--- src/rtl/dma_axi_wr_responder.sv ---
// dma_axi_wr_responder
//   AXI write-channel slave for DMA bursts. Accepts one INCR burst at a time
//   (AW, then AWLEN+1 W beats), writes each beat into a single-port
//   word-addressed SRAM with one cycle of registered latency, then returns a
//   single B response.
//
//   Optional build macro: DMA_WR_RESP_ADDR_CHECK_EN
//     When defined, a burst whose byte range ends beyond ADDR_LIMIT has all of
//     its beats accepted and dropped, and it is answered with DECERR. When
//     undefined, the address wraps in MEM_AW word bits and ADDR_LIMIT is unused.
module dma_axi_wr_responder #(
  parameter int          ID_W       = 4,
  parameter int          MEM_AW     = 14,
  parameter logic [31:0] ADDR_LIMIT = 32'h0001_0000
) (
  input  logic              ACLK,
  input  logic              ARESETn,
  input  logic [ID_W-1:0]   AWID,
  input  logic [31:0]       AWADDR,
  input  logic [3:0]        AWLEN,
  input  logic              AWVALID,
  output logic              AWREADY,
  input  logic [31:0]       WDATA,
  input  logic [3:0]        WSTRB,
  input  logic              WLAST,
  input  logic              WVALID,
  output logic              WREADY,
  output logic [ID_W-1:0]   BID,
  output logic [1:0]        BRESP,
  output logic              BVALID,
  input  logic              BREADY,
  output logic              mem_cs,
  output logic [3:0]        mem_we,
  output logic [MEM_AW-1:0] mem_addr,
  output logic [31:0]       mem_wdata
);

  localparam logic [1:0] S_IDLE = 2'd0;
  localparam logic [1:0] S_DATA = 2'd1;
  localparam logic [1:0] S_RESP = 2'd2;

  localparam logic [1:0] RESP_OKAY   = 2'b00;
  localparam logic [1:0] RESP_SLVERR = 2'b10;
  localparam logic [1:0] RESP_DECERR = 2'b11;

  logic [1:0]        state;
  logic [MEM_AW-1:0] ptr;      // word address of the next beat
  logic [3:0]        cnt;      // beats remaining after the current one
  logic              err;      // WLAST placement disagreed with AWLEN
  logic              dec;      // burst rejected by the range check

  logic aw_hs;
  logic w_hs;
  logic b_hs;
  logic last_beat;
  logic beat_err;
  logic aw_dec;
  logic beat_write;

  assign aw_hs      = AWVALID & AWREADY;
  assign w_hs       = WVALID & WREADY;
  assign b_hs       = BVALID & BREADY;
  assign last_beat  = (cnt == 4'd0);
  // WLAST must be high exactly on the AWLEN-counted final beat.
  assign beat_err   = WLAST ^ last_beat;
  assign beat_write = w_hs & (|WSTRB) & ~dec;

`ifdef DMA_WR_RESP_ADDR_CHECK_EN
  // End of the burst in bytes, one bit wider so the sum cannot overflow.
  logic [4:0]  len_beats;
  logic [32:0] burst_end;
  assign len_beats = {1'b0, AWLEN} + 5'd1;
  assign burst_end = {1'b0, AWADDR} + {26'd0, len_beats, 2'b00};
  assign aw_dec    = (burst_end > {1'b0, ADDR_LIMIT});
`else
  logic [31:0] unused_addr_limit;
  assign unused_addr_limit = ADDR_LIMIT;
  assign aw_dec = 1'b0;
`endif

  // Byte-offset and above-SRAM address bits are intentionally ignored.
  logic unused_addr_bits;
  assign unused_addr_bits = &{1'b0, AWADDR[1:0], AWADDR[31:MEM_AW+2]};

  // Burst control FSM: handshake flags, burst pointer/counter, B response.
  // NOTE: every register here is assigned with <= so all of them update
  // together from the same pre-edge values; blocking = would let later
  // statements see half-updated state.
  always_ff @(posedge ACLK or negedge ARESETn) begin
    if (!ARESETn) begin
      state   <= S_IDLE;
      AWREADY <= 1'b0;
      WREADY  <= 1'b0;
      BVALID  <= 1'b0;
      BID     <= '0;
      BRESP   <= RESP_OKAY;
      ptr     <= '0;
      cnt     <= 4'd0;
      err     <= 1'b0;
      dec     <= 1'b0;
    end else begin
      case (state)
        S_IDLE: begin
          // AWREADY rises one cycle after entering IDLE and drops on accept.
          AWREADY <= ~aw_hs;
          if (aw_hs) begin
            BID    <= AWID;
            ptr    <= AWADDR[MEM_AW+1:2];
            cnt    <= AWLEN;
            err    <= 1'b0;
            dec    <= aw_dec;
            WREADY <= 1'b1;
            state  <= S_DATA;
          end
        end
        S_DATA: begin
          if (w_hs) begin
            ptr <= ptr + MEM_AW'(1);
            cnt <= cnt - 4'd1;
            if (last_beat) begin
              WREADY <= 1'b0;
              BVALID <= 1'b1;
              if (dec)
                BRESP <= RESP_DECERR;
              else if (err | beat_err)
                BRESP <= RESP_SLVERR;
              else
                BRESP <= RESP_OKAY;
              state <= S_RESP;
            end else begin
              err <= err | beat_err;
            end
          end
        end
        S_RESP: begin
          if (b_hs) begin
            BVALID <= 1'b0;
            state  <= S_IDLE;
          end
        end
        default: begin
          AWREADY <= 1'b0;
          WREADY  <= 1'b0;
          BVALID  <= 1'b0;
          state   <= S_IDLE;
        end
      endcase
    end
  end

  // SRAM port: one-cycle strobe per written beat; address/data hold between writes.
  // NOTE: only the port registers are reset here; the SRAM array itself lives
  // outside this block and is never cleared by reset.
  always_ff @(posedge ACLK or negedge ARESETn) begin
    if (!ARESETn) begin
      mem_cs    <= 1'b0;
      mem_we    <= 4'd0;
      mem_addr  <= '0;
      mem_wdata <= 32'd0;
    end else begin
      mem_cs <= beat_write;
      mem_we <= beat_write ? WSTRB : 4'd0;
      if (beat_write) begin
        mem_addr  <= ptr;
        mem_wdata <= WDATA;
      end
    end
  end

endmodule
--- config.mk ---
export PLATFORM = sky130hd
export DESIGN_NAME = dma_axi_wr_responder
export DESIGN_NICKNAME = d
export VERILOG_FILES = /design/src/rtl/dma_axi_wr_responder.sv
export SDC_FILE = /design/constraint.sdc
export NUM_CORES = 1
export LEC_CHECK = 0
export BUFFER_PORTS_ARGS = -buffer_cell sky130_fd_sc_hd__buf_2
export CAP_MARGIN = 20
export CELL_PAD_IN_SITES_DETAIL_PLACEMENT = 1
export CELL_PAD_IN_SITES_GLOBAL_PLACEMENT = 1
export CORE_MARGIN = 2
export CORE_UTILIZATION = 40
export CTS_CLUSTER_SIZE = 20
export DETAILED_ROUTE_END_ITERATION = 7
export MAX_ROUTING_LAYER = met4
export PLACE_DENSITY_LB_ADDON = 0.1
export REMOVE_ABC_BUFFERS = 1
export SLEW_MARGIN = 30
export SYNTH_ARGS = -nofsm -noshare
export SYNTH_HDL_FRONTEND = slang
export SYNTH_SLANG_ARGS = --single-unit
--- constraint.sdc ---
create_clock -name ACLK -period 3.05 [get_ports ACLK]
set_input_delay 0.1525 -clock ACLK [delete_from_list [all_inputs] [get_ports ACLK]]
set_output_delay 0.1525 -clock ACLK [all_outputs]
set_load 0.1 [all_outputs]
==> results.json <==
{
  "final_antenna_net_count": 0,
  "yosys-top-cells-area": "dfrtp_1, mux2_2, mux2_1",
  "start_util_pct": 41.2,
  "htree_levels": 3,
  "ys_warn_count": 0,
  "place_congestion": 0.773,
  "cts_root_buf": "clkbuf_8",
  "cp.arrival_ps": 2390,
  "fin_nets": 499,
  "clock_path_buffers": 2,
  "setup.worst_path.class": "flop to flop",
  "postSynthCellCount": 291,
  "vias_per_cell": 5.23,
  "cts_buffers": 9,
  "antenna_found_initial": 0,
  "synth.avg_cell_area_um2": 12.4,
  "finalCriticalPeriod_ps": 2110,
  "synthToLayoutAreaGrowth_pct": 23.5,
  "ys_seq_area_share_pct": 55.4,
  "outcome": "finished, final reports clean",
  "required_ps": 3320,
  "max_stage_delay_ps": 590,
  "grt_usage_pct": 18.2,
  "synth_seq_cells": 80,
  "grt_pass1_vias": 2831,
  "fin_worst_skew_ps": 13.3,
  "grt_max_degree": 81,
  "io_pins": 142,
  "dp_hpwl_mm": 5.91,
  "rsz0062_at_grt": "no",
  "crit_chain": "inv_1, ha_1, buf_4, a21bo_4, and3_1, o21a_1, a2bb2oi_1",
  "critPathCaptureType": "flop",
  "grt_pass1_wl_mm": 14.0,
  "rows": 34,
  "synth.cell_area_mm2": 0.00361,
  "finalPower_w": 0.00186,
  "maxSlewViolCount": 0,
  "die_y_um": 99.1,
  "core_mm2": 0.00876,
  "hold_class": "input port to flop",
  "die_w_um": 99.1,
  "async_reset_ff_share_pct": 100,
  "wl_per_cell_um": 16.0,
  "post-route-period-util_pct": 69.3,
  "ir_drop_uv": 184,
  "cp-start-kind": "flop",
  "route.detailed.drc": 0,
  "maxCapViolations": 0,
  "cts_resized": 0,
  "drive_gt1_share_pct": 46.4,
  "final_common_cell": "buf_2",
  "clock_sinks": 80,
  "cellPowerDensity_mw_per_mm2": 417,
  "cts_tree": "yes",
  "synth_top_area_share_pct": 55.4,
  "layout_common_cells": "buf_2, dfrtp_1, mux2_2",
  "die-area_mm2": 0.00981,
  "grt_overflow": 0,
  "fin_hold_ws_ps": 17.8,
  "synth_ff_type": "dfrtp_1",
  "clk_pin_slew_ps": 90,
  "slowest_stage": "and3_1",
  "yosys.area.top_type": "dfrtp_1",
  "clock_latency_ps": 340,
  "drt-initial-drc-count": 64,
  "synth-edff-count": 0,
  "maxSlewHeadroom_pct": 51.6,
  "cp_max_fo": 16,
  "worst_pin_slew_ps": 727,
  "setup_viol": 0,
  "yosys.cell_types.count": 48,
  "fmax_mhz": 473,
  "p_leak_nw": 2.39,
  "port_buffers": 122,
  "first_pass_iters": 4,
  "routed_wl_mm": 8.39,
  "hold_viol_final": 0,
  "via_count": 2740,
  "antennaDiodeCount": 0
}
==> cell type report <==
class                      count  area (um^2)
clock inverter                 4         28.8
sequential                    80         2000
tap                          108          135
fill                         983         4300
timing repair buffer         127          657
inverter                       7         26.3
clock buffer                  11          151
multi-input combinational    187         1460
==> metrics by stage <==
stage	worst slack [ps]	instances	area, um^2	TNS [ps]	util [%]
after floorplan	-756	274	3480	-34670	-
after global placement	1030	508	4270	0	48.7
after detailed placement	977	508	4270	0	48.8
after CTS	944	524	4460	0	50.9
after global routing	807	524	4460	0	50.9
final	936	524	4460	0	50.9
==> cell families (layout without fill, tap and decap cells) <==
logic type	after synthesis	in the layout	share of synthesized area, %
compound gates	51	51	10.2
fa+ha+maj	5	5	1.73
buf+inv	24	149	4.33
flops	80	80	55.4
mux	55	55	17.0
other cells	1	1	0.104
simple gates	75	75	11.3
==> worst paths after layout <==
| check | slack, ps | cells after the start | start | end |
|---|---|---|---|---|
| max | 940 | 7 | state[1]$_DFFE_PN0P_ | ptr[2]$_DFFE_PN0P_ |
| min | 20 | 2 | WDATA[9] | mem_wdata[9]$_DFFE_PN0P_ |
| max reg2reg | 940 | 7 | state[1]$_DFFE_PN0P_ | ptr[2]$_DFFE_PN0P_ |
| min reg2reg | 490 | 1 | mem_wdata[10]$_DFFE_PN0P_ | mem_wdata[10]$_DFFE_PN0P_ |
| max in group asynchronous | 2130 | 2 | ARESETn | state[0]$_DFFE_PN0P_ |
| min in group asynchronous | 420 | 2 | ARESETn | mem_wdata[10]$_DFFE_PN0P_ |
==> power breakdown <==
group	total (W)	leakage, nW	internal (W)	switching (W)
Sequential	0.00106	1.10	0.00106	0
Clock	0.000730	0.0878	0.000338	0.000392
Combinational	0.0000740	1.21	0.0000327	0.0000413
==> layer usage <==
metal	vias to the layer above	share of wire (%)	global-route usage [%]	wire (um)
met5	-	0	-	0
met4	0	1.0	5.16	85
met3	7	5.3	2.84	443
met2	89	48	28.9	4010
met1	1338	46	24.5	3860
li1	1306	-	-	-
==> worst max-delay path, delay by kind of cell (launching register included) <==
| kind | cells | cell delay (ps) |
|---|---|---|
| AND/OR/NAND/NOR | 1 | 590 |
| AO/OA/AOI/OAI | 3 | 580 |
| flip-flops | 1 | 370 |
| buffers and inverters | 2 | 290 |
| adder cells (fa/ha/maj) | 1 | 230 |
==> what timing repair did <==
action / in CTS / in global routing
buffers inserted: 0 / 0
endpoints found under the setup margin: 0 / 0
endpoints found under the hold margin: 80 / 0
hold buffers: 1 / 0
==> sequential cells by signal, summed over array words and instances (netlist names) <==
signal,count
state,2
BID,4
mem_we,4
cnt,4
mem_wdata,32
err,1
mem_cs,1
BRESP,1
BVALID,1
WREADY,1
AWREADY,1
ptr,14
mem_addr,14
==> cell usage after synthesis (all sizes together), types with 2 or more instances <==
cell type   n
a211oi      3
a21bo       2
a21oi      10
a2bb2oi     6
a311oi      2
and3        7
and4        3
buf        13
clkbuf      4
dfrtp      80
ha          5
inv         6
mux2       52
mux2i       3
nand2      15
nand2b      2
nand3      13
nand4       7
nor2       11
nor3       10
nor4        3
o21ai      10
o22a        2
o22ai       5
o32ai       2
Note: power is estimated with default switching activity, not from simulation.
